## src/rtl/pipe_skid_stage.sv

```systemverilog
// Two-entry valid/ready elastic stage with registered in_ready and out_data.
// Optional stall counter enabled by defining PIPE_SKID_STALL_CNT_EN.
module pipe_skid_stage #(
  parameter int unsigned NN    = 16,
  parameter int unsigned CNT_W = 16
) (
  input  logic             clk,
  input  logic             reset_n,
  input  logic             in_valid,
  input  logic [NN-1:0]    in_data,
  output logic             in_ready,
  output logic             out_valid,
  output logic [NN-1:0]    out_data,
  input  logic             out_ready,
  output logic [CNT_W-1:0] stall_cnt
);

  typedef enum logic [1:0] {
    EMPTY = 2'd0,
    BUSY  = 2'd1,
    FULL  = 2'd2
  } state_t;

  state_t          state_q, state_d;
  logic [NN-1:0]   main_q, main_d;
  logic [NN-1:0]   skid_q, skid_d;
  logic            in_ready_q;
  logic            out_valid_q;
  logic            in_fire;

  // in_ready_q is low for the first edge after reset, so no word is taken then
  assign in_fire = in_valid && in_ready_q;

  // next-state and datapath selection
  always_comb begin
    state_d = state_q;
    main_d  = main_q;
    skid_d  = skid_q;
    case (state_q)
      EMPTY: begin
        if (in_fire) begin
          state_d = BUSY;
          main_d  = in_data;
        end
      end
      BUSY: begin
        if (in_fire && out_ready) begin
          main_d = in_data;
        end else if (in_fire) begin
          state_d = FULL;
          skid_d  = in_data;
        end else if (out_ready) begin
          state_d = EMPTY;
        end
      end
      FULL: begin
        if (out_ready) begin
          state_d = BUSY;
          main_d  = skid_q;
        end
      end
      default: state_d = EMPTY;
    endcase
  end

  // state, storage and registered handshake outputs
  always_ff @(posedge clk or negedge reset_n) begin
    if (!reset_n) begin
      state_q     <= EMPTY;
      main_q      <= '0;
      skid_q      <= '0;
      in_ready_q  <= 1'b0;
      out_valid_q <= 1'b0;
    end else begin
      state_q     <= state_d;
      main_q      <= main_d;
      skid_q      <= skid_d;
      in_ready_q  <= (state_d != FULL);
      out_valid_q <= (state_d != EMPTY);
    end
  end

  assign in_ready  = in_ready_q;
  assign out_valid = out_valid_q;
  assign out_data  = main_q;

`ifdef PIPE_SKID_STALL_CNT_EN
  logic [CNT_W-1:0] stall_q;

  // saturating count of cycles where a held word is not accepted
  always_ff @(posedge clk or negedge reset_n) begin
    if (!reset_n) begin
      stall_q <= '0;
    end else if (out_valid_q && !out_ready && (stall_q != {CNT_W{1'b1}})) begin
      stall_q <= stall_q + CNT_W'(1);
    end
  end

  assign stall_cnt = stall_q;
`else
  assign stall_cnt = '0;
`endif

endmodule

```

## config.mk

```make
export PLATFORM = sky130hd
export DESIGN_NAME = pipe_skid_stage
export DESIGN_NICKNAME = d
export VERILOG_FILES = /design/src/rtl/pipe_skid_stage.sv
export SDC_FILE = /design/constraint.sdc
export NUM_CORES = 1
export LEC_CHECK = 0
export CAP_MARGIN = 10
export CELL_PAD_IN_SITES_DETAIL_PLACEMENT = 0
export CELL_PAD_IN_SITES_GLOBAL_PLACEMENT = 1
export CORE_ASPECT_RATIO = 1.2
export CORE_MARGIN = 4
export CORE_UTILIZATION = 37
export CTS_BUF_LIST = sky130_fd_sc_hd__clkbuf_2 sky130_fd_sc_hd__clkbuf_4 sky130_fd_sc_hd__clkbuf_8
export CTS_CLUSTER_SIZE = 30
export DETAILED_ROUTE_END_ITERATION = 12
export GPL_TIMING_DRIVEN = 1
export PLACE_DENSITY = 0.89
export SYNTH_ARGS = -nofsm -noshare
export SYNTH_HDL_FRONTEND = slang
export SYNTH_SLANG_ARGS = --single-unit
```

## constraint.sdc

```tcl
create_clock -name clk -period 1.8 [get_ports clk]
set_input_delay 0.36 -clock clk [delete_from_list [all_inputs] [get_ports clk]]
set_output_delay 0.36 -clock clk [all_outputs]
set_load 0.02 [all_outputs]
```

==> flow_metrics.env, run 1 <==
export IMPL_status="finished, final reports clean"
export IMPL_hold_viol_final=0
export IMPL_grt_start_max_net_pins=37
export IMPL_cp_start_kind="flip-flop"
export IMPL_numPortBuffers=37
export IMPL_overflow=0
export IMPL_clk_latency_ns=0.28
export IMPL_place_area_mm2=0.00210
export IMPL_coreArea_mm2=0.00426
export IMPL_postRouteAntennaNets=0
export IMPL_track_usage=0.142
export IMPL_synth_edf_count=0
export IMPL_ctsHoldBuffers=0
export IMPL_die_height_um=81.0
export IMPL_cts_resized=0
export IMPL_start_util=0.386
export IMPL_synth_area_mm2=0.00164
export IMPL_area_growth_pct=35.4
export IMPL_dieArea_mm2=0.00558
export IMPL_drive_above_1_share=0.231
export IMPL_critPathKind="flip-flop to output pin"
export IMPL_power_net_switching_mw=1.15
export IMPL_routed_wirelength_um=3560
export IMPL_gp_congestion=0.776
export IMPL_rsz0062_at_grt="no"
export IMPL_post_place_ws_ns=-0.103
export IMPL_max_freq_mhz=614
export IMPL_fill_cells=376
export IMPL_cp_required_ns=1.44
export IMPL_fin_area_mm2=0.00223
export IMPL_finClkSkew_ns=0.00724
export IMPL_clock_root_buffer="clkbuf_8"
export IMPL_clk_path_buf_depth=2
export IMPL_multi_input_area_um2=642
export IMPL_yosys_warnings=0
export IMPL_num_antenna_cells=0
export IMPL_row_count=26
export IMPL_finalCritPeriodShare=0.905
export IMPL_power_frac_comb=0.402
export IMPL_io_pins=54
export IMPL_synthTopCellsByArea="dfrtp_1, mux2_2, o32a_1"
export IMPL_p_leak_nw=0.919
export IMPL_endpoint_kind="output pin"
export IMPL_hpwl_um=2650
export IMPL_postCtsSetupRepairBufs=0
export IMPL_grt_pass1_wl_um=5880
export IMPL_path_cells="clkdlybuf4s50_1"
export IMPL_initialDrtViolationCount=79
export IMPL_syn_area_per_cell_um2=13.5
export IMPL_syn_inst=122
export IMPL_dieWidth_um=68.9
export IMPL_vias=1153
export IMPL_synth_seq_cells=36
export IMPL_crit_buf_inv=1
export IMPL_synth_async_sr_flop_share=1.00
export IMPL_synthDistinctLibCells=25
export IMPL_firstDrtPassIters=4
export IMPL_dr_wl_met2_um=1790
export IMPL_p_clk_frac=0.207
export IMPL_max_stage_delay_ns=0.63
export IMPL_clk_pin_slew_worst_paths_ns=0.07
export IMPL_numCtsBuffers=5
export IMPL_cap_violations=0
export IMPL_hp_class="input pin to asynchronous set/reset pin"
export IMPL_power_internal_mw=2.48
export IMPL_drv_slew=0
export IMPL_htree_levels=2
export IMPL_r2r_cells=4
export IMPL_slowest_stage="clkdlybuf4s50_1"
export IMPL_regArea_um2=901
export IMPL_swShare=0.316
export IMPL_post_drt_wl_per_cell_um=15.6
export IMPL_synth_top_area_frac=0.548
export IMPL_grt_pass1_vias=1186
export IMPL_synth_flop_cell="dfrtp_1"
export IMPL_antenna_found_initial=0
export IMPL_crit_fanout=2
export IMPL_layout_nets=192
export IMPL_setup_viol=0
export IMPL_drt_drc_violations_left=0
export IMPL_clock_sinks=36
export IMPL_critical_path_top_delay_family="buffers and inverters"
export IMPL_via_per_inst=5.03
export IMPL_p_per_area_mw_per_mm2=1630
export IMPL_top_layer_used="met4"
export IMPL_synth_top_cell_by_area="dfrtp_1"
export IMPL_cts_tree="yes"
export IMPL_fin_crit_ns=1.63
export IMPL_timing_final_ws_setup_ns=0.171
export IMPL_irDropWorstVdd_v=0.000500
export IMPL_wl_met1_um=1380
export IMPL_yosysSeqAreaShare=0.548
export IMPL_synthMostInstantiatedCell="dfrtp_1"
export IMPL_yosys_top_cells_count="dfrtp_1, buf_4, mux2_2, o21a_1, o32a_1"
export IMPL_wl_met3_um=302
export IMPL_cp_num_cells=1
export IMPL_cp_arrival_ns=1.27
export IMPL_pwr_share_seq=0.392
==> path summary, 6_finish.rpt <==
check | startpoint | to | slack [ns]
hold / removal | reset_n | skid_q[15]$_DFFE_PN0P_ | 0.49
setup reg to reg | state_q[1]$_DFF_PN0_ | skid_q[10]$_DFFE_PN0P_ | 0.31
hold reg to reg | out_data[0]$_DFFE_PN0P_ | out_data[0]$_DFFE_PN0P_ | 0.49
setup / recovery | out_data[11]$_DFFE_PN0P_ | out_data[11] | 0.17
min in group clk | out_data[0]$_DFFE_PN0P_ | out_data[0]$_DFFE_PN0P_ | 0.49
max in group asynchronous | reset_n | out_data[1]$_DFFE_PN0P_ | 0.99
==> stage by stage <==
stage | utilization | TNS, ns | hold WS, ns | cells | total power, mW
2_1_floorplan | - | 0 | 0.0644 | 137 | 2.26
3_3_place_gp | 0.492 | -0.958 | 0.473 | 221 | 2.83
3_5_place_dp | 0.492 | -1.64 | 0.480 | 221 | 2.91
4_1_cts | 0.522 | 0 | 0.495 | 229 | 3.68
5_1_grt | 0.522 | 0 | 0.519 | 229 | 3.85
6_report | 0.522 | 0 | 0.487 | 229 | 3.63
==> layout make-up <==
class	count	share of cell area
Timing Repair Buffer	50	0.217
Sequential cell	36	0.405
Multi-Input combinational cell	78	0.288
Tap cell	56	0.0315
Inverter	1	0.00169
Clock buffer	7	0.0433
Clock inverter	1	0.0135
==> metal layers <==
layer	vias to the layer above	global-route usage
met5	-	0
met1	564	0.166
met2	57	0.242
met4	0	0.0604
li1	523	-
met3	9	0.0373
==> logic make-up (layout without fill, tap and decap cells) <==
family          Yosys count  count (layout)  share of synthesized area
compound gates           38              38                      0.195
flops                    36              36                      0.548
buf+inv                  23              59                     0.0959
mux                      17              17                      0.116
simple gates              7               7                     0.0434
other cells               1              16                    0.00228
==> sequential cells by signal, summed over array words and instances (netlist names) <==
register	flops
skid_q	16
out_valid	1
out_data	16
state_q	2
in_ready	1
==> worst reg2reg max path, cell delays in order (launching register included) <==
cell and delay, ns:
dfrtp_1 0.44, nand3b_4 0.19, nor3b_4 0.19, buf_4 0.21, mux2_2 0.36
==> power by group through the flow <==
| stage | clock network [mW] | registers, mW | logic [mW] |
|---|---|---|---|
| final | 0.751 | 1.42 | 1.46 |
| after global routing | 0.809 | 1.48 | 1.56 |
| after CTS | 0.774 | 1.43 | 1.48 |
| after detailed placement | 0 | 1.44 | 1.47 |
| after global placement | 0 | 1.40 | 1.43 |
| after floorplan | 0 | 1.62 | 0.636 |
==> placed cells by master, fill, tap and decap left out, types with 7 or more instances in the layout <==
master,netlist,final
o21a_1,16,16
conb_1,1,16
clkdlybuf4s50_1,0,36
buf_4,16,12
mux2_2,16,16
o32a_1,16,16
dfrtp_1,36,36
clkbuf_8,0,7
Note: power is estimated with default switching activity, not from simulation.
==> run 2: changes to the inputs <==
Settings changed: CORE_ASPECT_RATIO 1.2 to 0.8, SKIP_CTS_REPAIR_TIMING set to 1.
==> flow_metrics.env, run 2 (synthesis results as in run 1) <==
export IMPL_status="finished, final reports clean"
export IMPL_crit_buf_inv=1
export IMPL_critPathKind="flip-flop to output pin"
export IMPL_rsz0062_at_grt="no"
export IMPL_grt_pass1_vias=1175
export IMPL_clock_sinks=36
export IMPL_fill_cells=369
export IMPL_die_height_um=67.6
export IMPL_power_net_switching_mw=1.16
export IMPL_irDropWorstVdd_v=0.000706
export IMPL_hold_viol_final=0
export IMPL_htree_levels=2
export IMPL_clk_latency_ns=0.28
export IMPL_place_area_mm2=0.00209
export IMPL_num_antenna_cells=0
export IMPL_finalCritPeriodShare=0.962
export IMPL_fin_setup_tns_ns=0
export IMPL_drive_above_1_share=0.237
export IMPL_max_stage_delay_ns=0.64
export IMPL_numPortBuffers=37
export IMPL_pwr_share_seq=0.414
export IMPL_layout_common_cells="dfrtp_1, clkdlybuf4s50_1"
export IMPL_power_frac_comb=0.422
export IMPL_cp_start_kind="flip-flop"
export IMPL_dieArea_mm2=0.00558
export IMPL_fin_area_mm2=0.00218
export IMPL_setup_viol=0
export IMPL_cp_num_cells=1
export IMPL_power_internal_mw=2.26
export IMPL_hpwl_um=2510
export IMPL_vias=1155
export IMPL_p_leak_nw=0.903
export IMPL_fin_crit_ns=1.73
export IMPL_path_cells="clkdlybuf4s50_1"
export IMPL_clock_root_buffer="clkbuf_8"
export IMPL_hp_class="input pin to asynchronous set/reset pin"
export IMPL_endpoint_kind="output pin"
export IMPL_cp_arrival_ns=1.37
export IMPL_fin_util=0.516
export IMPL_io_pins=54
export IMPL_clk_pin_slew_worst_paths_ns=0.08
export IMPL_gp_congestion=0.696
export IMPL_grt_pass1_wl_um=5710
export IMPL_r2r_cells=4
export IMPL_postRouteAntennaNets=0
export IMPL_finClkSkew_ns=0.00738
export IMPL_swShare=0.339
export IMPL_initialDrtViolationCount=47
export IMPL_multi_input_area_um2=642
export IMPL_grt_start_max_net_pins=20
export IMPL_layout_nets=192
export IMPL_numCtsBuffers=5
export IMPL_drv_slew=0
export IMPL_dieWidth_um=82.5
export IMPL_crit_fanout=5
export IMPL_timing_final_ws_setup_ns=0.0681
export IMPL_start_util=0.389
export IMPL_track_usage=0.137
export IMPL_overflow=0
export IMPL_p_per_area_mw_per_mm2=1570
export IMPL_post_drt_wl_per_cell_um=15.0
export IMPL_timing_hold_ws_ns=0.0166
export IMPL_via_per_inst=5.02
export IMPL_firstDrtPassIters=4
export IMPL_row_count=21
export IMPL_post_place_ws_ns=-0.0797
export IMPL_critical_path_top_delay_family="buffers and inverters"
export IMPL_drt_drc_violations_left=0
export IMPL_cap_violations=0
export IMPL_routed_wirelength_um=3460
export IMPL_p_clk_frac=0.164
export IMPL_slowest_stage="clkdlybuf4s50_1"
export IMPL_antenna_found_initial=0
export IMPL_cts_tree="yes"
export IMPL_clk_path_buf_depth=2
export IMPL_regArea_um2=901
export IMPL_max_freq_mhz=577
export IMPL_area_growth_pct=32.6
export IMPL_cp_required_ns=1.44
export IMPL_coreArea_mm2=0.00423
-- run 2: changes by cell type in the layout (fill, tap and decap cells not counted), sizes merged --
cell	before	now
buf	13	14
clkinv	0	3
bufinv	1	0
dlymetal6s2s	1	0
clkbuf	7	5
-- run 2: through the flow --
stage | instances | total power, mW
after floorplan | 137 | 2.26
after global placement | 222 | 2.82
after detailed placement | 222 | 2.89
after CTS | 230 | 3.46
after global routing | 230 | 3.63
final | 230 | 3.42
-- run 2: cell type report --
cell class / instances / share of cell area
Timing Repair Buffer: 50 / 0.218
Clock buffer: 5 / 0.0316
Inverter: 1 / 0.00172
Tap cell: 57 / 0.0327
Sequential cell: 36 / 0.413
Clock inverter: 3 / 0.00861
Multi-Input combinational cell: 78 / 0.294
-- run 2: per-layer routing --
| metal | GRT usage | up-vias | share of wire |
|---|---|---|---|
| li1 | - | 525 | - |
| met2 | 0.220 | 39 | 0.51 |
| met3 | 0.0293 | 2 | 0.060 |
| met4 | 0.0490 | 0 | 0.0078 |
| met5 | 0 | - | 0 |
| met1 | 0.182 | 589 | 0.43 |
-- run 2: worst paths after layout --
kind	startpoint	to	slack, ns
min in group clk	out_data[10]$_DFFE_PN0P_	out_data[10]$_DFFE_PN0P_	0.49
worst max register to register	state_q[1]$_DFF_PN0_	skid_q[0]$_DFFE_PN0P_	0.30
worst min-delay path	reset_n	out_valid$_DFF_PN0_	0.02
worst max-delay path	in_ready$_DFF_PN0_	in_ready	0.07
worst min register to register	out_data[10]$_DFFE_PN0P_	out_data[10]$_DFFE_PN0P_	0.49
max in group asynchronous	reset_n	out_data[6]$_DFFE_PN0P_	1.34
-- run 2: power groups by stage --
| stage | Combinational (mW) | Sequential, mW | Clock (mW) |
|---|---|---|---|
| floorplan | 0.636 | 1.62 | 0 |
| global placement | 1.42 | 1.41 | 0 |
| detailed placement | 1.46 | 1.43 | 0 |
| CTS | 1.46 | 1.42 | 0.579 |
| global route | 1.54 | 1.47 | 0.622 |
| finish | 1.44 | 1.42 | 0.559 |
==> run 3: changes to the inputs <==
Settings changed: CORE_MARGIN 4 to 3.
==> flow_metrics.env, run 3 (synthesis results as in run 1) <==
export IMPL_relSlewSlack=0.481
export IMPL_antenna_found_initial=0
export IMPL_fin_setup_tns_ns=0
export IMPL_met1_usage=0.161
export IMPL_p_per_area_mw_per_mm2=1640
export IMPL_routed_wirelength_um=3490
export IMPL_grt_busiest_layer="met2"
export IMPL_fin_crit_ns=1.72
export IMPL_max_stage_delay_ns=0.64
export IMPL_grt_use_met3=0.0397
export IMPL_cp_arrival_ns=1.36
export IMPL_fin_util=0.523
export IMPL_post_drt_wl_per_cell_um=15.2
export IMPL_status="finished, final reports clean"
export IMPL_firstDrtPassIters=4
export IMPL_layout_nets=191
export IMPL_die_height_um=65.6
export IMPL_hp_class="input pin to asynchronous set/reset pin"
export IMPL_max_freq_mhz=580
export IMPL_grtUsageMet2=0.256
export IMPL_r2r_cells=4
export IMPL_track_usage=0.148
export IMPL_crit_buf_inv=1
export IMPL_gp_congestion=0.709
export IMPL_htree_levels=2
export IMPL_hold_viol_final=0
export IMPL_clk_path_buf_depth=2
export IMPL_dieArea_mm2=0.00528
export IMPL_grt_pass1_wl_um=5750
export IMPL_postRouteAntennaNets=0
export IMPL_worst_pin_slew_ns=0.779
export IMPL_area_growth_pct=34.6
export IMPL_coreArea_mm2=0.00423
export IMPL_irDropWorstVdd_v=0.000792
export IMPL_numCtsBuffers=5
export IMPL_io_pins=54
export IMPL_numPortBuffers=37
export IMPL_drv_slew=0
export IMPL_clk_latency_ns=0.29
export IMPL_finClkSkew_ns=0.00529
export IMPL_p_leak_nw=0.912
export IMPL_endpoint_kind="output pin"
export IMPL_multi_input_area_um2=642
export IMPL_layout_common_cells="dfrtp_1, clkdlybuf4s50_1"
export IMPL_setup_viol=0
export IMPL_hpwl_um=2490
export IMPL_rsz0062_at_grt="no"
export IMPL_initialDrtViolationCount=64
export IMPL_dieWidth_um=80.5
export IMPL_critPathKind="flip-flop to output pin"
export IMPL_row_count=21
export IMPL_path_cells="clkdlybuf4s50_1"
export IMPL_crit_fanout=5
export IMPL_grt_pass1_vias=1213
export IMPL_grt_start_max_net_pins=37
export IMPL_fill_cells=351
export IMPL_report_power_total_mw=3.64
export IMPL_finalCritPeriodShare=0.958
export IMPL_clock_root_buffer="clkbuf_8"
export IMPL_critical_path_top_delay_family="buffers and inverters"
export IMPL_cts_tree="yes"
export IMPL_clock_sinks=36
export IMPL_slowest_stage="clkdlybuf4s50_1"
export IMPL_regArea_um2=901
export IMPL_cap_violations=0
export IMPL_cp_required_ns=1.44
export IMPL_vias=1122
export IMPL_cp_start_kind="flip-flop"
export IMPL_via_per_inst=4.90
export IMPL_num_antenna_cells=0
export IMPL_drive_above_1_share=0.233
export IMPL_cp_num_cells=1
export IMPL_clk_pin_slew_worst_paths_ns=0.07
export IMPL_start_util=0.389
export IMPL_overflow=0
export IMPL_drt_drc_violations_left=0
==> run 3: path summary, 6_finish.rpt <==
kind / slack [ns] / from / end
min: 0.15 / reset_n / state_q[1]$_DFF_PN0_
max reg2reg: 0.25 / state_q[1]$_DFF_PN0_ / skid_q[6]$_DFFE_PN0P_
max: 0.08 / in_ready$_DFF_PN0_ / in_ready
min in group clk: 0.49 / out_data[1]$_DFFE_PN0P_ / out_data[1]$_DFFE_PN0P_
min reg2reg: 0.49 / out_data[1]$_DFFE_PN0P_ / out_data[1]$_DFFE_PN0P_
max in group asynchronous: 1.16 / reset_n / out_valid$_DFF_PN0_
==> run 3: final cells by class <==
cell class,instances,area share
clock buffers,7,0.0436
clock inverters,1,0.0136
inverters,1,0.00170
multi-input cells,78,0.290
flip-flops and latches,36,0.407
well taps,57,0.0322
repair buffers,49,0.212
==> run 3: layer usage <==
| metal | part of all wire | wire length (µm) | vias up |
|---|---|---|---|
| li1 | - | - | 525 |
| met1 | 0.40 | 1390 | 552 |
| met2 | 0.52 | 1810 | 35 |
| met3 | 0.051 | 179 | 10 |
| met4 | 0.032 | 113 | 0 |
| met5 | 0 | 0 | - |
==> run 3: through the flow <==
step	hold WS, ns	area, µm²	std cells	setup slack, ns
2_1_floorplan	0.0644	1700	137	0.135
3_3_place_gp	0.457	2090	221	-0.0948
3_5_place_dp	0.484	2090	221	-0.168
4_1_cts	0.170	2210	229	0.0597
5_1_grt	0.220	2210	229	0.00521
6_report	0.148	2210	229	0.0763
==> run 3: where the power goes <==
group / switching (mW) / total, mW / internal [mW]
clock: 0.282 / 0.770 / 0.489
sequential: 0.231 / 1.43 / 1.19
combinational: 0.648 / 1.44 / 0.792
==> run 3: worst reg2reg max path, delay by kind of cell (launching register included) <==
| kind | cells | cell delay, ns |
|---|---|---|
| AND/OR/NAND/NOR | 2 | 0.48 |
| flip-flops | 1 | 0.43 |
| multiplexers | 1 | 0.34 |
| buffers and inverters | 1 | 0.19 |
